--- src/rtl/lc3_alu_sequencer.sv ---
// LC-3 ALU sequencer: fetches operands for ADD/AND/NOT, strobes the ALU, writes back and updates NZP.
// Latency: handshake cycle 0, READ 1, EXEC 2, WB 3, ready again cycle 4 (illegal opcode: ready at cycle 2).
// Backpressure: instr_ready is high only in IDLE; instr_valid/instr are ignored while an operation is in flight.
// Optional feature: define LC3_ALU_CARRY_FLAG_EN to register the ALU carry into carry_flag at write-back.
module lc3_alu_sequencer (
    input  logic        clock,
    input  logic        reset,
    input  logic        instr_valid,
    output logic        instr_ready,
    input  logic [15:0] instr,
    output logic [2:0]  sr1_addr,
    output logic [2:0]  sr2_addr,
    input  logic [15:0] sr1_data,
    input  logic [15:0] sr2_data,
    output logic [15:0] aluin1,
    output logic [15:0] aluin2,
    output logic [1:0]  alu_control,
    output logic        enable_execute,
    input  logic [15:0] aluout,
    input  logic        alucarry,
    output logic        wb_en,
    output logic [2:0]  wb_addr,
    output logic [15:0] wb_data,
    output logic [2:0]  nzp,
    output logic        carry_flag,
    output logic        illegal
);

    typedef enum logic [1:0] {
        IDLE = 2'd0,
        READ = 2'd1,
        EXEC = 2'd2,
        WB   = 2'd3
    } state_t;

    localparam logic [3:0] OP_ADD = 4'b0001;
    localparam logic [3:0] OP_AND = 4'b0101;
    localparam logic [3:0] OP_NOT = 4'b1001;

    localparam logic [1:0] ALU_ADD = 2'd0;
    localparam logic [1:0] ALU_AND = 2'd1;
    localparam logic [1:0] ALU_NOT = 2'd3;

    state_t      state;
    state_t      state_nxt;
    logic [15:0] instr_q;
    logic        accept;

    logic [3:0]  opcode;
    logic        is_add;
    logic        is_and;
    logic        is_not;
    logic        legal;
    logic [15:0] imm5_sext;
    logic [15:0] operand2;
    logic [1:0]  alu_op;

    assign accept = instr_valid && instr_ready;

    // Field decode of the latched instruction; the live instr bus is never looked at after the handshake.
    always_comb begin
        opcode    = instr_q[15:12];
        is_add    = (opcode == OP_ADD);
        is_and    = (opcode == OP_AND);
        is_not    = (opcode == OP_NOT);
        legal     = is_add || is_and || is_not;
        imm5_sext = {{11{instr_q[4]}}, instr_q[4:0]};
        alu_op    = ALU_ADD;
        operand2  = sr2_data;
        if (is_not) begin
            alu_op   = ALU_NOT;
            operand2 = 16'h0000;
        end else begin
            alu_op   = is_and ? ALU_AND : ALU_ADD;
            operand2 = instr_q[5] ? imm5_sext : sr2_data;
        end
    end

    assign sr1_addr = instr_q[8:6];
    assign sr2_addr = instr_q[2:0];
    assign wb_addr  = instr_q[11:9];
    assign wb_data  = aluout;

    // State register; reset wins over a same-cycle handshake and aborts any operation in flight.
    always_ff @(posedge clock) begin
        if (reset) begin
            state <= IDLE;
        end else begin
            state <= state_nxt;
        end
    end

    // Next-state logic and the per-state strobes.
    always_comb begin
        state_nxt      = state;
        instr_ready    = 1'b0;
        enable_execute = 1'b0;
        wb_en          = 1'b0;
        illegal        = 1'b0;
        unique case (state)
            IDLE: begin
                instr_ready = 1'b1;
                if (instr_valid) begin
                    state_nxt = READ;
                end
            end
            READ: begin
                if (legal) begin
                    state_nxt = EXEC;
                end else begin
                    illegal   = 1'b1;
                    state_nxt = IDLE;
                end
            end
            EXEC: begin
                enable_execute = 1'b1;
                state_nxt      = WB;
            end
            WB: begin
                wb_en     = 1'b1;
                state_nxt = IDLE;
            end
            default: state_nxt = IDLE;
        endcase
    end

    // Capture the instruction only on an accepted handshake so later bus activity cannot disturb it.
    always_ff @(posedge clock) begin
        if (reset) begin
            instr_q <= 16'h0000;
        end else if (accept) begin
            instr_q <= instr;
        end
    end

    // Operand and opcode registers, loaded at the end of READ for legal instructions only.
    always_ff @(posedge clock) begin
        if (reset) begin
            aluin1      <= 16'h0000;
            aluin2      <= 16'h0000;
            alu_control <= ALU_ADD;
        end else if (state == READ && legal) begin
            aluin1      <= sr1_data;
            aluin2      <= operand2;
            alu_control <= alu_op;
        end
    end

    // Condition codes follow the written-back value; they hold across idle and illegal cycles.
    always_ff @(posedge clock) begin
        if (reset) begin
            nzp <= 3'b010;
        end else if (state == WB) begin
            if (aluout[15]) begin
                nzp <= 3'b100;
            end else if (aluout == 16'h0000) begin
                nzp <= 3'b010;
            end else begin
                nzp <= 3'b001;
            end
        end
    end

`ifdef LC3_ALU_CARRY_FLAG_EN
    // Carry is sampled alongside the condition codes at the end of write-back.
    always_ff @(posedge clock) begin
        if (reset) begin
            carry_flag <= 1'b0;
        end else if (state == WB) begin
            carry_flag <= alucarry;
        end
    end
`else
    logic unused_alucarry;
    assign unused_alucarry = alucarry;
    assign carry_flag      = 1'b0;
`endif

endmodule

--- config.mk ---
export PLATFORM = sky130hd
export DESIGN_NAME = lc3_alu_sequencer
export DESIGN_NICKNAME = d
export VERILOG_FILES = /design/src/rtl/lc3_alu_sequencer.sv
export SDC_FILE = /design/constraint.sdc
export NUM_CORES = 1
export LEC_CHECK = 0
export BUFFER_PORTS_ARGS = -buffer_cell sky130_fd_sc_hd__buf_2
export CAP_MARGIN = 15
export CORE_AREA = 2 2 85 87
export DETAILED_ROUTE_END_ITERATION = 7
export DIE_AREA = 0 0 87 89
export PLACE_DENSITY = 0.76
export SLEW_MARGIN = 0
export SYNTH_ARGS = -nofsm -noshare
export SYNTH_HDL_FRONTEND = slang
export SYNTH_SLANG_ARGS = --single-unit
--- constraint.sdc ---
create_clock -name clock -period 1.4 [get_ports clock]
set_clock_uncertainty 0.05 [all_clocks]
set_input_delay 0.07 -clock clock [delete_from_list [all_inputs] [get_ports clock]]
set_output_delay 0.07 -clock clock [all_outputs]
set_load 0.05 [all_outputs]
After elaboration in Yosys (flattened, before gate mapping)
Cells that the tools add are included.
- reductions and logical operators: 6
- mux-type cells: 14
- eq/ne operators: 7
- operators by type and width (operator ; number):
    16-bit 2-to-1 mux ; 2
    16-bit zero test ; 1
    2-bit 2-to-1 mux ; 4
    2-bit one-hot mux with 4 select lines ; 1
    1-bit 2-to-1 mux ; 6
    2-bit == test, second input constant ; 2
    4-bit by 1-bit == test with 1-bit output, second input constant ; 1
    4-bit by 3-bit == test with 1-bit output, second input constant ; 1
    4-bit == test, second input constant ; 1
    3-bit 2-to-1 mux ; 1
    2-bit by 1-bit == test with 1-bit output, second input constant ; 1
    1-bit logical AND ; 2
    2-bit zero test ; 1
    1-bit logical OR ; 2
    2-bit != test, second input constant ; 1
- word-level logic and storage cells: 33
- input bits: 68
- output and inout bits: 67
- bits in registers: 55

Depth between registers and ports, before layout
- word-level depth: 5
- gate-level depth with buffers: 6
- mapped depth without buffers: 3

Worst setup path before layout
OpenSTA, ideal clock, no wires.
- path type: register to output
- start: register instr_q[15]
- end: output port illegal
- arrival time: 1.677 ns
- slack: -0.397 ns
- cell stages (with the launch flop): 5
- data required time: 1.280 ns
- buffers on the path: 2
- cells stage by stage: dfxtp_1 -> buf_2 -> nand2_1 -> clkbuf_1 -> a21oi_1
- cells in the longest elaborated chain, start to end: 5
- elaborated cells on any way between the ends: 7
- those cells by class: eq/ne: 3; mux: 2; reduce/logical: 2
- RTL lines (item ; RTL line ; source):
    start: declaration ; 46 ; logic [15:0] instr_q;
    start signal: assignment ; 132 ; instr_q <= instr;
    4-bit by 1-bit == test with 1-bit output or 4-bit by 3-bit == test with 1-bit output (tied branches) ; 63, 64 ;
    1-bit logical OR ; 66 ; legal = is_add || is_and || is_not;
    1-bit logical OR * ; 66 ;
    1-bit 2-to-1 mux * ; 108 ; if (legal) begin
    1-bit 2-to-1 mux * ; 100 ; unique case (state)
    end: declaration ; 26 ; output logic illegal
Every way passes the cells marked *; elsewhere a longest branch is shown, timed or not.

==> metrics.md <==
| Metric | Value |
|---|---|
| Status | finished, violations left |
| Failing checks | setup timing |
| Area contributors post-synth | dfxtp_1, a21oi_1, o31ai_1, buf_4, mux2i_1 |
| Pleak | 1.69 nW |
| Post-synth EDFFs | 0 |
| # placed instances | 484 |
| Worst Path Max Fanout | 9 |
| Global Route Usage Sum | 20.8% |
| Synth Area in XOR/XNOR | 0% |
| Post-Synth Simple-Gate Area | 18.7% |
| Final Slew Violations | 0 |
| Multiplexer share of the synthesized area | 5.96% |
| CP Launch Type | register |
| Vias | 2920 |
| M1 GR Usage | 23.1% |
| Area of the multi-input gates | 1360 µm² |
| Final Critical Period | 1.41 ns |
| Die ar. | 7740 µm² |
| Setup ws final | -0.00967 ns |
| Max Freq | 709 MHz |
| DR iter-0 viols | 125 |
| Initial antenna violation count | 0 |
| Die Ht | 89 µm |
| Final setup fails | 3 |
| Clock Sinks | 55 |
| Synthesized cell area | 2690 µm² |
| Number of routed nets with antenna violations | 0 |
| Diode count | 0 |
| GRT met2 Usage | 39.6% |
| Initial Util | 40.0% |
| Synth async-reset ratio | 0% |
| Highest cell delay on the worst timing path | 0.48 ns |
| Adder-Cell Fraction of Synth Area | 0% |
| Max stage delay cell, worst path | or4_4 |
| Synth Flop Type | dfxtp_1 |
| Final count of hold timing violations | 0 |
| Via density | 5.44 |
| Vias in the first global route | 2805 |
| Seq/Total Area, Yosys | 41.0% |
| #FFs+latches synth | 55 |
| Pin count of the biggest net entering global routing | 45 |
| Core area | 6720 µm² |
| TritonCTS clock tree | built |
| DRT Pass-1 Iters | 4 |
| Clock buffer depth | 2 |
| Finished Layout Cells | 537 |
| Pwr dens | 857 nW/µm² |
| Placer Congestion | 0.756 |
| Fill cells | 574 |
| Total Wirelength | 8540 µm |
| Overflow after GRT | 0 |
| Register area | 1120 µm² |
| Dpl hpwl | 5010 µm |
| Worst setup EP type | register |
| Yosys top cell by area | dfxtp_1 |
| Compound-gate portion of the synthesized area | 20.0% |
| GR Util met3 | 4.43% |
| Crit path cell chain | nand2b_4, buf_6, or4_4, a21oi_2 |
| Syn Nets | 381 |
| Final worst path period share | 101% |
| Critical path class | register to register |
| Yosys Warn Count | 0 |
| Maximum VDD drop | 498 µV |
| Post-Syn Instances | 313 |
| CP arrival | 1.61 ns |
| Port buffer count | 132 |
| Die W | 87 µm |
| DRC viols | 0 |
| Root Buffer | clkbuf_8 |
| Most frequent cells in the layout | buf_2, dfxtp_1, a21oi_1 |
| Worst Path Required | 1.60 ns |
| Reg clk slew, reported paths | 0.10 ns |
| Most common cell after layout, fill and taps aside | buf_2 |
| Post-layout nets | 524 |
| H-tree lvl count | 2 |
| GRT Max-Usage Layer | met2 |
| Unrepaired setup endpoints after global routing | yes |
| Cts bufs inserted | 5 |
| Cell row count | 30 |
| First-pass GRT wire length | 12700 µm |
| Area growth syn-to-layout | 49.8% |
| Worst hold path type | input port to register |
| Share of layout cells above drive strength 1 | 45.5% |
| Avg Inst Size Synth | 8.58 µm² |
| Clk Latency, worst-skew pair | 0.32 ns |
| Average routed wire per standard cell | 15.9 µm |
| I/O pin count | 135 |
| Yosys top cell area share | 41.0% |
| Hold Worst Slack | 0.0249 ns |
| Largest family of logic cells by synthesized area | compound AO/OA/AOI/OAI gates |
| Maxcap violations | 0 |
| Yosys cell types | 26 |
[worst max-delay path: cells and delay by family, from the launching register on]
family	cells	cell delay (ns)
AND/OR/NAND/NOR	2	0.65
flip-flops	1	0.37
buffers and inverters	1	0.15
AO/OA/AOI/OAI	1	0.12
[flip-flops by register name (all words and copies together) (netlist names), named ones only]
register,count
alu_control,2
instr_q,16
nzp,3
state,1
aluin2,16
aluin1,16
[layer usage]
| layer | up-vias | part of all wire [%] |
|---|---|---|
| met3 | 9 | 7.1 |
| met2 | 137 | 51 |
| li1 | 1407 | - |
| met5 | - | 0 |
| met1 | 1367 | 41 |
| met4 | 0 | 1.0 |
[final timing paths]
path	startpoint	endpoint	slack, ns	depth (start not counted)
worst max register to register	register	aluin2[11]$_SDFFE_PP0P_	-0.01	4
worst min register to register	instr_q[11]$_SDFFE_PP0P_	instr_q[11]$_SDFFE_PP0P_	0.41	2
worst max-delay path	register	aluin2[11]$_SDFFE_PP0P_	-0.01	4
worst min-delay path	aluout[7]	nzp[1]$_SDFFE_PP1P_	0.02	4
[power by group]
group,internal [W],switching [W]
Clock,0.000372,0.000577
Sequential,0.00161,0.0000422
Combinational,0.000346,0.000508
Total,0.00232,0.00113
[layout make-up]
| type | count | share of cell area, % |
|---|---|---|
| clock buffers | 5 | 1.71 |
| clock inverters | 3 | 0.684 |
| inverters | 2 | 0.187 |
| multi-input cells | 198 | 33.7 |
| flip-flops and latches | 55 | 27.8 |
| well taps | 80 | 2.49 |
| repair buffers | 194 | 33.4 |
[through the flow]
stage          util [%]  power, W  setup slack [ns]  TNS [ns]  instance area, µm²
2_1_floorplan         -   0.00218          -0.00204   -0.0203                2700
3_3_place_gp       48.9   0.00235            0.0208         0                3290
3_5_place_dp       48.9   0.00236           -0.0289   -0.0843                3290
4_1_cts            56.8   0.00342           -0.0220   -0.0488                3820
5_1_grt            59.9   0.00362           -0.0643    -0.424                4030
6_report           59.9   0.00345          -0.00967   -0.0201                4030
[kinds of logic (layout without fill, tap and decap cells)]
| family | after synthesis | in the layout |
|---|---|---|
| flops | 55 | 55 |
| other cells | 1 | 1 |
| buf+inv | 63 | 204 |
| mux | 16 | 16 |
| simple gates | 89 | 92 |
| compound gates | 89 | 89 |
[repair_timing]
action	in CTS	in global routing
pin swaps	0	11
resized for setup	18	41
endpoints found under the setup margin	28	41
hold buffers	34	0
buffers inserted	3	4
gates cloned	2	2
endpoints found under the hold margin	34	0
[Yosys cell counts (all sizes together), types with 2 or more instances]
cell type,number
clkbuf,18
buf,43
nor2b,3
dfxtp,55
nand2b,2
nor2,3
a31oi,2
a21oi,52
nor3,3
nand2,35
inv,2
mux2i,16
o31ai,34
nor4,5
nand4,17
or4,16
Note: power is estimated with default switching activity, not from simulation.
